--- config.mk ---
export PLATFORM = sky130hd
export DESIGN_NAME = event_deserializer
export DESIGN_NICKNAME = d
export VERILOG_FILES = /design/src/rtl/event_deserializer.sv
export SDC_FILE = /design/constraint.sdc
export NUM_CORES = 1
export LEC_CHECK = 0
export CORE_MARGIN = 4
export CORE_UTILIZATION = 40
export CTS_CLUSTER_DIAMETER = 50
export DETAILED_ROUTE_END_ITERATION = 8
export PLACE_DENSITY_LB_ADDON = 0.2
export SLEW_MARGIN = 20
export SYNTH_ARGS = -nofsm -noshare
export SYNTH_HDL_FRONTEND = slang
export SYNTH_SLANG_ARGS = --single-unit
--- constraint.sdc ---
create_clock -name clk -period 7.9 [get_ports clk]
set_input_delay 2.37 -clock clk [delete_from_list [all_inputs] [get_ports clk]]
set_output_delay 2.37 -clock clk [all_outputs]
set_load 0.01 [all_outputs]
--- src/rtl/event_deserializer.sv ---
// Byte-serial to parallel DVS event assembler: collects 7-byte frames into
// an x/y/t/p tuple held in a one-entry valid/ready output register.
module event_deserializer #(
  parameter logic [6:0] MARKER = 7'h55
) (
  input  logic        clk,
  input  logic        rst,
  input  logic [7:0]  in_data,
  input  logic        in_sof,
  input  logic        in_valid,
  output logic        in_ready,
  output logic [15:0] x,
  output logic [15:0] y,
  output logic [15:0] t,
  output logic        p,
  output logic        ev_valid,
  input  logic        ev_ready,
  output logic [7:0]  err_cnt
);

  logic [2:0]  idx_q, idx_d;
  logic [47:0] staging_q, staging_d;
  logic [15:0] x_q, x_d, y_q, y_d, t_q, t_d;
  logic        p_q, p_d;
  logic        ev_valid_q, ev_valid_d;
  logic [7:0]  err_cnt_q, err_cnt_d;
  logic        accept;
  logic        err_inc;

  // Only a flags byte can be stalled; an sof byte at idx 6 starts a new frame.
  always_comb begin
    in_ready = !((idx_q == 3'd6) && ev_valid_q && !ev_ready && !in_sof);
  end

  assign accept = in_valid && in_ready;

  always_comb begin
    idx_d      = idx_q;
    staging_d  = staging_q;
    x_d        = x_q;
    y_d        = y_q;
    t_d        = t_q;
    p_d        = p_q;
    ev_valid_d = ev_valid_q;
    err_inc    = 1'b0;

    if (ev_valid_q && ev_ready) begin
      ev_valid_d = 1'b0;
    end

    if (accept) begin
      if (in_sof) begin
        staging_d[47:40] = in_data;
        idx_d            = 3'd1;
        err_inc          = (idx_q != 3'd0);
      end else if (idx_q == 3'd6) begin
        idx_d = 3'd0;
        if (in_data[7:1] == MARKER) begin
          x_d        = staging_q[47:32];
          y_d        = staging_q[31:16];
          t_d        = staging_q[15:0];
          p_d        = in_data[0];
          ev_valid_d = 1'b1;
        end else begin
          err_inc = 1'b1;
        end
      end else begin
        for (int i = 0; i < 6; i++) begin
          if (idx_q == 3'(i)) begin
            staging_d[47-8*i -: 8] = in_data;
          end
        end
        idx_d = idx_q + 3'd1;
      end
    end

    err_cnt_d = err_cnt_q;
    if (err_inc && (err_cnt_q != 8'hFF)) begin
      err_cnt_d = err_cnt_q + 8'd1;
    end
  end

  always_ff @(posedge clk or posedge rst) begin
    if (rst) begin
      idx_q      <= 3'd0;
      staging_q  <= 48'd0;
      x_q        <= 16'd0;
      y_q        <= 16'd0;
      t_q        <= 16'd0;
      p_q        <= 1'b0;
      ev_valid_q <= 1'b0;
      err_cnt_q  <= 8'd0;
    end else begin
      idx_q      <= idx_d;
      staging_q  <= staging_d;
      x_q        <= x_d;
      y_q        <= y_d;
      t_q        <= t_d;
      p_q        <= p_d;
      ev_valid_q <= ev_valid_d;
      err_cnt_q  <= err_cnt_d;
    end
  end

  assign x        = x_q;
  assign y        = y_q;
  assign t        = t_q;
  assign p        = p_q;
  assign ev_valid = ev_valid_q;
  assign err_cnt  = err_cnt_q;

endmodule

Word-level counts from Yosys, hierarchy flattened
Index checks and enable logic that the tools add are counted.
{"block": "totals", "elab_cells": 64, "mem_bits_rw": 0, "ff_bits": 109, "in_bits": 13, "out_inout_bits": 59, "memories": 0, "latch_bits": 0, "romBits": 0}
{"block": "classes", "n_reduce_logical": 19, "n_lt_le_gt_ge": 0, "n_eq_ne": 9, "div": 0, "bitwise_logic": 2, "shift": 0, "mux": 19, "mul": 0, "add_sub_neg": 2}
{"op": "2-to-1 mux 8 bit", "count": 7}
{"op": "2-to-1 mux 48 bit", "count": 1}
{"op": "AND reduction 4 bit", "count": 6}
{"op": "== test 3 bit (second input constant)", "count": 3}
{"op": "2-to-1 mux 1 bit", "count": 9}
{"op": "adder 8 x 1 -> 8 bit (second input constant)", "count": 1}
{"op": "inequality test 8 bit (second input constant)", "count": 1}
{"op": "== test 7 bit (second input constant)", "count": 1}
{"op": "== test 3 x 2 -> 1 bit (second input constant)", "count": 2}
{"op": "logical AND 1 bit", "count": 6}
{"op": "2-to-1 mux 3 bit", "count": 2}
{"op": "adder 3 x 1 -> 3 bit (second input constant)", "count": 1}
{"op": "== test 3 x 1 -> 1 bit (second input constant)", "count": 1}
{"op": "zero test 1 bit", "count": 3}
{"op": "zero test 3 bit", "count": 1}
{"op": "AND reduction 3 bit", "count": 1}
{"op": "nonzero test 3 bit", "count": 1}
{"op": "inequality test 2 bit (second input constant)", "count": 1}
{"op": "inverter 1 bit", "count": 2}
{"op": "nonzero test 2 bit", "count": 1}

Logic depth before layout (Yosys ltp)
{"block": "logic_depth", "depth_word": 8, "mapped_depth": 7, "mapped_depth_nobuf": 5}

Worst setup path before layout
Ideal clock, no wire load.
{"block": "synth_path", "path_kind": "input to output", "start": "input in_sof", "end": "output in_ready", "path_buffers": 0, "stages": 2, "arrival_ps": 2800, "path_slack_ps": 2730, "required_time_ps": 5530, "cell_sequence": "nand4bb_1 -> or2_1"}
{"block": "synth_via", "elab_chain_cells": 3}
{"element": "start: declaration", "line": "9", "text": "input logic in_sof,"}
{"element": "zero test 1 bit", "line": "32", "text": "in_ready = !((idx_q == 3'd6) && ev_valid_q && !ev_ready && !in_sof);"}
{"element": "logical AND 1 bit", "line": "32"}
{"element": "zero test 1 bit", "line": "32"}
{"element": "end: declaration", "line": "11", "text": "output logic in_ready,"}
Every way passes these cells.

Worst setup path after layout
Same ends and word-level chain as after synthesis.

==> results.txt <==
The flow ran to the end, and the final reports show no timing, DRC or antenna violations. The largest area contributor in the synthesized netlist is sky130_fd_sc_hd__dfrtp_1. Setup slack on the worst reg-to-reg path comes out at about 5000 ps. The share of layout cells above drive strength 1 came out at 23.8%. The buffer levels on the longest clock path is 2. The number of enable-type register cells in the synthesized netlist is 0. Fill cells in the final layout number just under 1000. The post-synthesis area per instance is 14.6 µm². The proportion of synthesized flip-flops having asynchronous set or reset is 100%. The congestion estimate from routability-driven global placement came to approximately 0.73. The die footprint is 12800 µm². After synthesis, the netlist uses 38 different library cells. The footprint of the multi-input gates is 1550 µm². The die is approximately 110 µm tall. The most used flip-flop cell after synthesis is sky130_fd_sc_hd__dfrtp_1. Input and output buffers added on the ports amount to 71. The source of the worst hold timing path is staging_q[7].

Power spread over the standard cell area amounts to ~240 nW/µm². Setup repair after global routing left no endpoint under its margin. The first detailed-routing pass ran for 4 iterations. The gate count after technology mapping is between 300 and 400. The cell area after synthesis is approximately 4400 µm². Across the VDD grid, the largest voltage drop is approximately 0.11 mV. The sum of routed wire length over all layers is 8530 µm. The TritonCTS clock tree is done. The number of diodes added for antenna fixing is 0. For this configuration, the core starts out at a cell density of about two fifths. The worst pin sits at a relative slew slack of between 40% and 50%. In this run the number of H-tree levels came out at 3. In this run the worst hold path is classified as reg -> reg.

The final number of hold-violating endpoints is 0. The sink count of the clock tree came out at around 110. The length in cells of the worst reg-to-reg path is 4. The post-route fraction of the period consumed by the critical path is a little over four fifths.

The sequential cells in the finished layout cover a total of between 2000 and 3000 µm². The startpoint class of the critical path is a primary input. Static timing analysis puts the maximum clock frequency at 0.150 GHz.

The worst path required time came out at 5530 ps. The final-report setup violation count came out at 0. The xor and xnor fraction of the mapped netlist area is 0.994%. The worst setup path is of the in -> out kind.

The number of placed I/O pins came out at between 70 and 80. Buffers inserted to repair hold after CTS numbered 0. In this run the post-CTS setup repair buffer count came out at 0.

The residual overflow from global routing came out at 0. The area of all placed cells without fillers came out at approximately 5400 µm². The placeable core region is 10800 µm². The number of DRC markers after the initial detailed-route iteration came out at 61. After clock tree synthesis, the repair step resized 0 gates.

The number of buffers created by CTS came out at 9. The final routed DRC violation total is 0. By area, the combinational part of the netlist is dominated by multiplexers. The clock transition at the registers of the reported paths is 110 ps. The antenna violation net count after detailed routing came out at 0. The clock network latency to the later pin of the worst-skew pair is 360 ps. In the routed layout, each cell is associated on average with a via count of ~5.0. The area of placed instances is ~5200 µm².

The complex-gate fraction of the synthesized area came out at between 2 and 3%. The reported leakage power came out at roughly 2.5 nW. The vias after detailed routing is 2600.

The number of global-route vias before repair is roughly 2700. The number of antenna violations at the first check in global routing is 0. The largest fanout on the critical path came out at 11. The aggregate negative setup slack came out at 0 ps. Compared with the post-synthesis result, the final layout area differs by 22.6%. The basic-gate share of the synthesized area counting and, or, nand and nor cells is 7.44%.

The final critical path time including I/O delays and setup is 6680 ps. The pin count of the biggest net entering global routing came out at 73. The Yosys warning count came out at 0. The type of destination of the critical path is a primary output. The x dimension of the die came out at around 110 µm. The top-area cell type share of the netlist area is about three fifths. The number of nets handed over by synthesis was about 320. The end of the worst register-to-register path is y[12]. After synthesis, flip-flops and latches occupy a little over 60% of the total area. The worst hold path terminates at t[7]. The wire length of the first global-routing pass came out at between 10000 and 15000 µm. The final max-slew violation count is 0. Multiplexer cells account for between 20% and 30% of the synthesized area. The critical register-to-register path startpoint is idx_q[0].

Yosys attributes the largest share of cell area to sky130_fd_sc_hd__dfrtp_1, sky130_fd_sc_hd__mux2_2, sky130_fd_sc_hd__mux2_1. The final worst clock skew is around 15 ps. The overall routing resource usage came out at roughly 14%.

Summed over all nets, the half-perimeter wirelength after detailed placement is about 5700 µm. The arrival time of data at the critical path endpoint came out at ~4300 ps. The tool flagged a number of max-cap violations equal to 0. Row generation in the floorplan step produced 38 rows. The clock root buffer is sky130_fd_sc_hd__clkbuf_8. The overall power is between 1 and 1.5 mW. Summing the areas of all fa, ha and maj instances in the mapped netlist gives less than 1% of the synthesized area.

Once layout is complete, the utilization of the core stands at around half. Synthesis inferred 109 register bits. The final net count is between 300 and 400. At the pin with the least slew margin, the transition time is 887 ps. In the final routed layout, each cell accounts on average for 16.5 µm. The hold-critical path depth came out at 1.
cell families after synthesis:
kind of cell    Yosys count
xor+xnor                  5
flops                   109
buf+inv                  19
compound gates           20
mux                      92
fa+ha+maj                 2
simple gates             55
worst max-delay path by stage:
stage,start,endpoint,slack [ps],depth (start not counted)
2_1_floorplan,rst,err_cnt[0],2660,1
3_3_place_gp,in_sof,in_ready,1240,4
3_5_place_dp,in_sof,in_ready,1200,4
4_1_cts,in_sof,in_ready,1200,4
5_1_grt,in_sof,in_ready,1020,4
6_report,in_sof,in_ready,1220,4
critical path: stages:
cell and delay, ps:
sky130_fd_sc_hd__clkdlybuf4s50_1 530, sky130_fd_sc_hd__nand4bb_1 540, sky130_fd_sc_hd__or2_1 390, sky130_fd_sc_hd__clkdlybuf4s50_1 480
synth_stat cells, drive strengths merged (3+ instances only):
library cell,n
clkbuf,3
nor2,5
nand2,20
inv,6
and3,4
buf,10
mux2,91
nand2b,3
dfrtp,109
o21ai,9
xnor2,5
a21oi,5
nand3,6
nand4,3
cell type report:
class                      instances  share of cell area, %
inverter                           6                  0.463
clock buffer                      11                   2.80
multi-input combinational        174                   28.8
timing repair buffer              73                   13.4
clock inverter                     5                  0.788
sequential                       109                   50.5
tap                              140                   3.24
sequential cells by signal (all words and copies together) (netlist names):
name / flops
err_cnt: 8
ev_valid: 1
idx_q: 3
p: 1
staging_q: 48
t: 16
x: 16
y: 16
cell usage in the layout (no fill, tap or decap), types with 5 or more instances in the layout:
| cell | Yosys | routed |
|---|---|---|
| sky130_fd_sc_hd__a21oi_1 | 5 | 5 |
| sky130_fd_sc_hd__clkbuf_8 | 0 | 11 |
| sky130_fd_sc_hd__clkdlybuf4s50_1 | 0 | 71 |
| sky130_fd_sc_hd__dfrtp_1 | 109 | 109 |
| sky130_fd_sc_hd__inv_1 | 6 | 5 |
| sky130_fd_sc_hd__mux2_1 | 26 | 26 |
| sky130_fd_sc_hd__mux2_2 | 65 | 65 |
| sky130_fd_sc_hd__nand2_1 | 20 | 20 |
| sky130_fd_sc_hd__nand3_1 | 6 | 6 |
| sky130_fd_sc_hd__nor2_1 | 5 | 5 |
| sky130_fd_sc_hd__o21ai_0 | 8 | 8 |
| sky130_fd_sc_hd__xnor2_1 | 5 | 5 |
per-layer routing:
metal	global-route usage, %	vias to the layer above	share of wire (%)	wire [µm]
li1	-	1204	-	-
met1	19.3	1317	47	3980
met2	22.0	64	46	3920
met3	3.42	15	5.6	478
met4	4.97	0	1.8	155
met5	0	-	0	0
where the power goes:
group          switching [mW]  leakage [nW]  internal, mW
Sequential             0.0725          1.44         0.678
Combinational          0.0878          1.00         0.134
Clock                   0.189         0.101         0.136
metrics by stage:
stage	hold WS (ps)	instances	setup slack, ps
final	476	518	1220
after global placement	461	502	1240
after global routing	500	518	1020
after floorplan	444	302	2660
after detailed placement	468	502	1200
after CTS	485	518	1200
(Power assumes the default switching activity.)
